**config.mk**
```make
export PLATFORM = sky130hd
export DESIGN_NAME = fare_check_arbiter
export DESIGN_NICKNAME = d
export VERILOG_FILES = /design/src/rtl/fare_check_arbiter.sv
export SDC_FILE = /design/constraint.sdc
export NUM_CORES = 1
export LEC_CHECK = 0
export CAP_MARGIN = 10
export CORE_MARGIN = 2
export CORE_UTILIZATION = 44
export DETAILED_ROUTE_END_ITERATION = 7
export PLACE_DENSITY = 0.86
export SETUP_SLACK_MARGIN = 0.5
export SYNTH_ARGS = -nofsm -noshare
export SYNTH_HDL_FRONTEND = slang
export SYNTH_SLANG_ARGS = --single-unit
```
**constraint.sdc**
```tcl
create_clock -name clk -period 4.5 [get_ports clk]
set_input_delay 0.675 -clock clk [delete_from_list [all_inputs] [get_ports clk]]
set_output_delay 0.675 -clock clk [all_outputs]
set_load 0.02 [all_outputs]
```
**src/rtl/fare_check_arbiter.sv**
```systemverilog
// fare_check_arbiter: round-robin sharing of one back-end fare-validation port among gate FSMs
module fare_check_arbiter #(
  parameter int N_GATES = 4,
  parameter int ID_W = 16,
  parameter int TIMEOUT = 8,
  localparam int GW = $clog2(N_GATES),
  localparam int TW = $clog2(TIMEOUT)
) (
  input  logic                    clk,
  input  logic                    reset,
  input  logic                    maintenance,
  input  logic [N_GATES-1:0]      gate_req,
  input  logic [N_GATES*ID_W-1:0] gate_id,
  output logic [N_GATES-1:0]      gate_ack,
  output logic [N_GATES-1:0]      card_active,
  output logic [N_GATES-1:0]      fund_enough,
  output logic [N_GATES-1:0]      timed_out,
  output logic                    be_req_valid,
  input  logic                    be_req_ready,
  output logic [ID_W-1:0]         be_req_id,
  input  logic                    be_rsp_valid,
  input  logic                    be_rsp_active,
  input  logic                    be_rsp_fund,
  output logic                    busy,
  output logic [GW-1:0]           grant_idx
);
  typedef enum logic [1:0] {IDLE, ISSUE, WAIT, RESP} state_t;
  state_t state;
  logic [GW-1:0] last_grant;
  logic [GW-1:0] next_grant;
  logic [GW-1:0] k;
  logic [TW-1:0] timer;
  logic just_acked;
  logic found;
  logic [N_GATES-1:0] avail;
  logic [N_GATES-1:0] sel;
  logic [ID_W-1:0] next_id;
  assign busy = state != IDLE;
  assign sel = N_GATES'(1) << grant_idx;
  assign avail = gate_req & ~(just_acked ? N_GATES'(1) << last_grant : '0);
  // pick the first unmasked requester after last_grant, wrapping, and its card ID
  always_comb begin
    found = 1'b0;
    next_grant = '0;
    k = '0;
    next_id = '0;
    for (int i = 1; i <= N_GATES; i++) begin
      k = GW'((int'(last_grant) + i) % N_GATES);
      if (!found && avail[k]) begin
        found = 1'b1;
        next_grant = k;
      end
    end
    for (int g = 0; g < N_GATES; g++)
      if (GW'(g) == next_grant) next_id = gate_id[g*ID_W +: ID_W];
  end
  // transaction FSM; ack and verdict bits are registered on entry to RESP and last one cycle
  always_ff @(posedge clk) begin
    if (reset) begin
      state <= IDLE;
      last_grant <= GW'(N_GATES - 1);
      grant_idx <= '0;
      be_req_id <= '0;
      be_req_valid <= 1'b0;
      timer <= '0;
      just_acked <= 1'b0;
      gate_ack <= '0;
      card_active <= '0;
      fund_enough <= '0;
      timed_out <= '0;
    end else begin
      gate_ack <= '0;
      card_active <= '0;
      fund_enough <= '0;
      timed_out <= '0;
      just_acked <= 1'b0;
      case (state)
        IDLE: if (!maintenance && found) begin
          grant_idx <= next_grant;
          be_req_id <= next_id;
          be_req_valid <= 1'b1;
          state <= ISSUE;
        end
        ISSUE: if (be_req_ready) begin
          be_req_valid <= 1'b0;
          timer <= '0;
          state <= WAIT;
        end
        WAIT: if (be_rsp_valid || timer == TW'(TIMEOUT - 1)) begin
          gate_ack <= sel;
          card_active <= (be_rsp_valid && be_rsp_active) ? sel : '0;
          fund_enough <= (be_rsp_valid && be_rsp_fund) ? sel : '0;
          timed_out <= be_rsp_valid ? '0 : sel;
          state <= RESP;
        end else begin
          timer <= timer + 1'b1;
        end
        default: begin
          last_grant <= grant_idx;
          just_acked <= 1'b1;
          state <= IDLE;
        end
      endcase
    end
  end
endmodule

```
# Word level (Yosys, flattened, before mapping)
# Index checks and enable logic that the tools add are counted.
[totals]
register_bits = 43
output_inout_bits = 36
elab_cells = 95
in_bits = 75
[classes]
n_reduce_logical = 25
eq_ne = 10
addsub = 5
bitwise_logic = 6
order_cmp = 4
n_mux = 32
shift = 2
[op_table]
columns = ["operator", "n"]
rows = [
  ["$mux W16", 4],
  ["$mux W2", 7],
  ["$lt A2 B3 Y1 const B", 4],
  ["$reduce_or A4 Y1", 3],
  ["$mux W1", 11],
  ["$reduce_and A3 Y1", 3],
  ["$bmux W1 S2", 4],
  ["$ne A2 B2 Y1 const B", 4],
  ["$shl A1 B2 Y4 const A", 2],
  ["$logic_and A1 B1 Y1", 6],
  ["$mux W3", 2],
  ["$pmux W2 S3", 1],
  ["$pmux W3 S2", 1],
  ["$reduce_bool A2 Y1", 3],
  ["$reduce_or A3 Y1", 2],
  ["$add A2 B1 Y2 const B", 2],
  ["$add A2 B2 Y2 const B", 2],
  ["$and A4 B4 Y4", 1],
  ["$eq A2 B2 Y1 const A", 2],
  ["$logic_not A1 Y1", 4],
  ["$logic_not A2 Y1", 2],
  ["$mux W4", 1],
  ["$not A1 Y1", 4],
  ["$not A4 Y4", 1],
  ["other kinds (8)", 8],
]

# Logic depth before layout (Yosys ltp)
[logic_depth]
depth_word = 21
ltp_mapped = 10
depth_no_buf = 9

# Worst setup path before layout
# No wires, ideal clock.
[synth_path]
path_type = "register to register"
from = "reg last_grant[0]"
to = "reg be_req_id[0]"
arrival_time_ns = 2.498
stages_incl_launch_ff = 10
synth_period_minus_slack_ns = 2.615
setup_slack_ns = 1.885
setup_time_ns = 0.117
path_buffers = 1
t_required_ns = 4.383
path_cell_list = "dfxtp_1 > inv_2 > ha_1 > a21boi_2 > a22oi_1 > o21bai_1 > a31oi_4 > buf_6 > mux4_1 > a22o_1"
[synth_via]
elab_chain_cells = 21
word_cells_on_any_way = 40
classes_between = "add/sub: 4; eq/ne: 3; shift: 1; mux: 21; bitwise: 2; reduce/logical: 9"
[synth_rtl]
columns = ["item", "line_no", "source"]
rows = [
  ["from (decl)", "29", "logic [GW-1:0] last_grant;"],
  ["from (signal assigned)", "61", "last_grant <= GW'(N_GATES - 1);"],
  ["from (signal assigned)", "99", "last_grant <= grant_idx;"],
  ["$shl A1 B2 Y4", "40", "assign avail = gate_req & ~(just_acked ? N_GATES'(1) << last_grant : '0);"],
  ["$mux W4", "40", ""],
  ["$not A4 Y4", "40", ""],
  ["$and A4 B4 Y4", "40", ""],
  ["$bmux W1 S2", "49", "if (!found && avail[k]) begin"],
  ["$mux W1 (not written as such)", "49", ""],
  ["$mux W1", "49", ""],
  ["$logic_not A1 Y1", "49", ""],
  ["(+2 left out)", "n/a", ""],
  ["$logic_not A1 Y1", "49", ""],
  ["$logic_and A1 B1 Y1", "49", ""],
  ["$mux W1", "49", ""],
  ["$logic_not A1 Y1", "49", ""],
  ["$logic_and A1 B1 Y1", "49", ""],
  ["$mux W2", "49", ""],
  ["$logic_not A2 Y1", "55", "if (GW'(g) == next_grant) next_id = gate_id[g*ID_W +: ID_W];"],
  ["$mux W16 (4 in a row)", "55", ""],
  ["to (signal assigned)", "80", "be_req_id <= next_id;"],
  ["to (decl)", "20", "output logic [ID_W-1:0] be_req_id,"],
]
# Several ways; a longest one is shown, not always the timed one. The select of a mux whose other input is x is not followed.
# A chain may end at the register's enable or synchronous reset.

# Final worst setup path
[layout_path]
from = "reg last_grant[0]"
to = "reg be_req_id[13]"
# The elaborated chain is that of the path after synthesis.

==> metrics <==
Root Buffer clkbuf_8; Yosys reg bits between 40 and 50; Top Metal Used met4; Pint between 0.8 and 0.9 mW; Worst-Margin Slew approximately 0.95 ns; First DRT Iteration DRCs around 130; port buffer count 110; combinational fraction of design power 0.468; final instance area 0.00355 sq mm; All-Layer GR Usage 0.217; Critical Path AT roughly 3.6 ns; crit path max fanout 17; clock power share 0.179; first-pass GRT wire length 10.2 mm; Routability Congestion a little under 0.9; CP endpoint kind register; Netlist cell types 46; TritonCTS Buffers 5; post-CTS setup buffer count 0; Synth area leader dfxtp_1; Cell Count, Final, Fillers Out around 400; sequential share of power 0.353; Max clock buf depth 2; peak supply drop 0.186 mV; leak pwr 1.33 nW; Post-synth ARST share 0; Max Cap Viol 0; ys flop type dfxtp_1; final slew viol count 0; critical-path cell list inv_2 -> ha_1 -> a21boi_2 -> a22oi_1 -> o21bai_1 -> a31oi_4 -> buf_4 -> mux2_2 -> a22oi_1 -> a31oi_1; achievable clock frequency 295 MHz; number of I/O pins approximately 110; clock sink count 43; WL final between 6 and 7 mm; DR vias 2176; remaining antenna violation count 0; Worst Hold Slack about 0.47 ns; CTS H-Tree Depth 2; layout cells sized above 1 0.0755; DR pass1 iterations 4; status finished, final reports clean; skew final just over 0.004 ns; number of enable flip-flop cells after synthesis 0; die area roughly 0.006 sq mm; num rows 26; Mapped Area 0.00232 sq mm; average wire per standard cell about 16 um; unrepaired setup endpoints after global routing false; core area slightly above 0.005 sq mm; vias in the first global route 2106; DRC viols 0; # diodes 0; Final Critical Period ~3.4 ns; Max stage delay on crit path between 0.6 and 0.7 ns; initial antenna violation count 0; CTS tree yes; wl on met1 around 2.7 mm; Synth top area share 0.371; DP Cell Count 393; Final Hold Viols 0; P_sw approximately 0.52 mW; Sw Share 0.370; final total power 1.42 mW; crit path kind register to register; period utilization 0.753; post-synthesis sequential area ratio 0.371; Avg Cell Area, Syn 10.4 sq um; hold crit path type register to register; synth top area cells dfxtp_1, mux4_1, ha_1; WL met2 3.34 mm; largest net degree at the start of global routing 18; Clk pin slew, worst setup/hold paths approximately 0.09 ns; Detailed Place HPWL ~5.1 mm; Yosys warning count 0; P per Cell Area between 300 and 400 mW/mm^2; post-DR vias/cell roughly 5.4; worst path required time between 4 and 5 ns; fillers approximately 380; Synth Net Count around 300; Cells after Synth 223; Startpoint Class register; area added between synthesis and finish 53.1%; setup TNS 0 ns; Slowest-stage cell, CP dfxtp_1; Die Width between 70 and 80 um; Post-CTS Hold Buffers 0; Met3 Wirelength 291 um; placed inst area ~0.0035 sq mm; CTS resizes 0; Starting Density 0.454; Overflow after GRT 0; fin nets 415; cell mode on critical path a22oi_1; headroom to the max-slew limit 0.365; Die H ~77 um; endpoints failing setup 0; worst-skew pair later-pin latency between 0.2 and 0.3 ns
## registers in the layout, indices dropped and copies added (netlist names)
register,count
fund_enough,4
state,2
just_acked,1
timer,3
card_active,4
gate_ack,4
timed_out,4
grant_idx,2
last_grant,2
be_req_valid,1
be_req_id,16
## logic make-up (layout without fill, tap and decap cells)
group	after synthesis	count (layout)	share of synthesized area
buffers and inverters	18	126	0.0367
AO/OA/AOI/OAI	62	62	0.206
adder cells (fa/ha/maj)	10	10	0.0539
multiplexers	25	25	0.201
flip-flops	43	43	0.371
AND/OR/NAND/NOR	65	65	0.132
## through the flow
step,setup slack [ns],utilization
global route,0.880,0.695
finish,1.11,0.695
floorplan,1.88,-
global placement,1.22,0.677
CTS,1.11,0.695
detailed placement,1.11,0.677
## layer usage
metal  track usage  up-vias
li1              -     1059
met3        0.0415       14
met5             0        -
met1         0.259     1023
met4        0.0673        0
met2         0.394       80
## final cells by class
type	instances	area (sq um)	area share
clock buffers	5	68.8	0.0194
clock inverters	3	25.0	0.00705
inverters	7	26.3	0.00740
multi-input cells	162	1370	0.387
flip-flops and latches	43	861	0.242
well taps	70	87.6	0.0247
repair buffers	111	1110	0.312
## path summary, 6_finish.rpt
path | from | to | depth (start not counted) | slack (ns)
setup / recovery | last_grant[0] | be_req_id[13] | 10 | 1.11
hold / removal | timer[2] | timer[2] | 2 | 0.47
setup reg to reg | last_grant[0] | be_req_id[13] | 10 | 1.11
hold reg to reg | timer[2] | timer[2] | 2 | 0.47
## critical path, delay by kind of cell (launching register included)
| family | cells | cell delay (ns) |
|---|---|---|
| AOI/OAI and AO/OA | 6 | 1.47 |
| buffers and inverters | 2 | 0.52 |
| DFF | 1 | 0.67 |
| adders and majority gates | 1 | 0.27 |
| muxes | 1 | 0.34 |
## power by group through the flow
stage	registers [mW]	logic, mW	clock network (mW)
floorplan	0.548	0.376	0
global route	0.507	0.708	0.270
global placement	0.503	0.643	0
CTS	0.499	0.666	0.256
detailed placement	0.507	0.663	0
finish	0.500	0.663	0.253
## Yosys cell counts (3+ instances only)
library cell   n
mux4_1        12
a22oi_1        4
a21oi_1       11
o211ai_1       3
nor2_1        21
inv_1          6
ha_1          10
nor3_1         4
a22o_1        12
or2_1          3
mux2i_1        6
nand2_1       20
and2_1         3
dfxtp_1       43
clkbuf_1       7
mux2_2         6
o21ai_0        8
a31oi_1        5
## cells in the final DEF (no fill, tap or decap), types with 2 or more instances in the layout
master             n
clkdlybuf4s50_1  110
dfxtp_1           43
nor2_1            21
nand2_1           20
mux4_1            12
a22o_1            12
a21oi_1           11
ha_1              10
o21ai_0            8
inv_1              6
mux2_2             6
mux2i_1            6
a31oi_1            5
clkbuf_8           5
a22oi_1            4
nor3_1             4
and2_1             3
o211ai_1           3
or2_1              3
nor2b_1            2
a32oi_1            2
o31ai_1            2
o21bai_1           2
a21boi_0           2
a221oi_1           2
o21a_1             2
nand2b_1           2
nand4_1            2
clkinv_4           2
(Power assumes the default switching activity.)
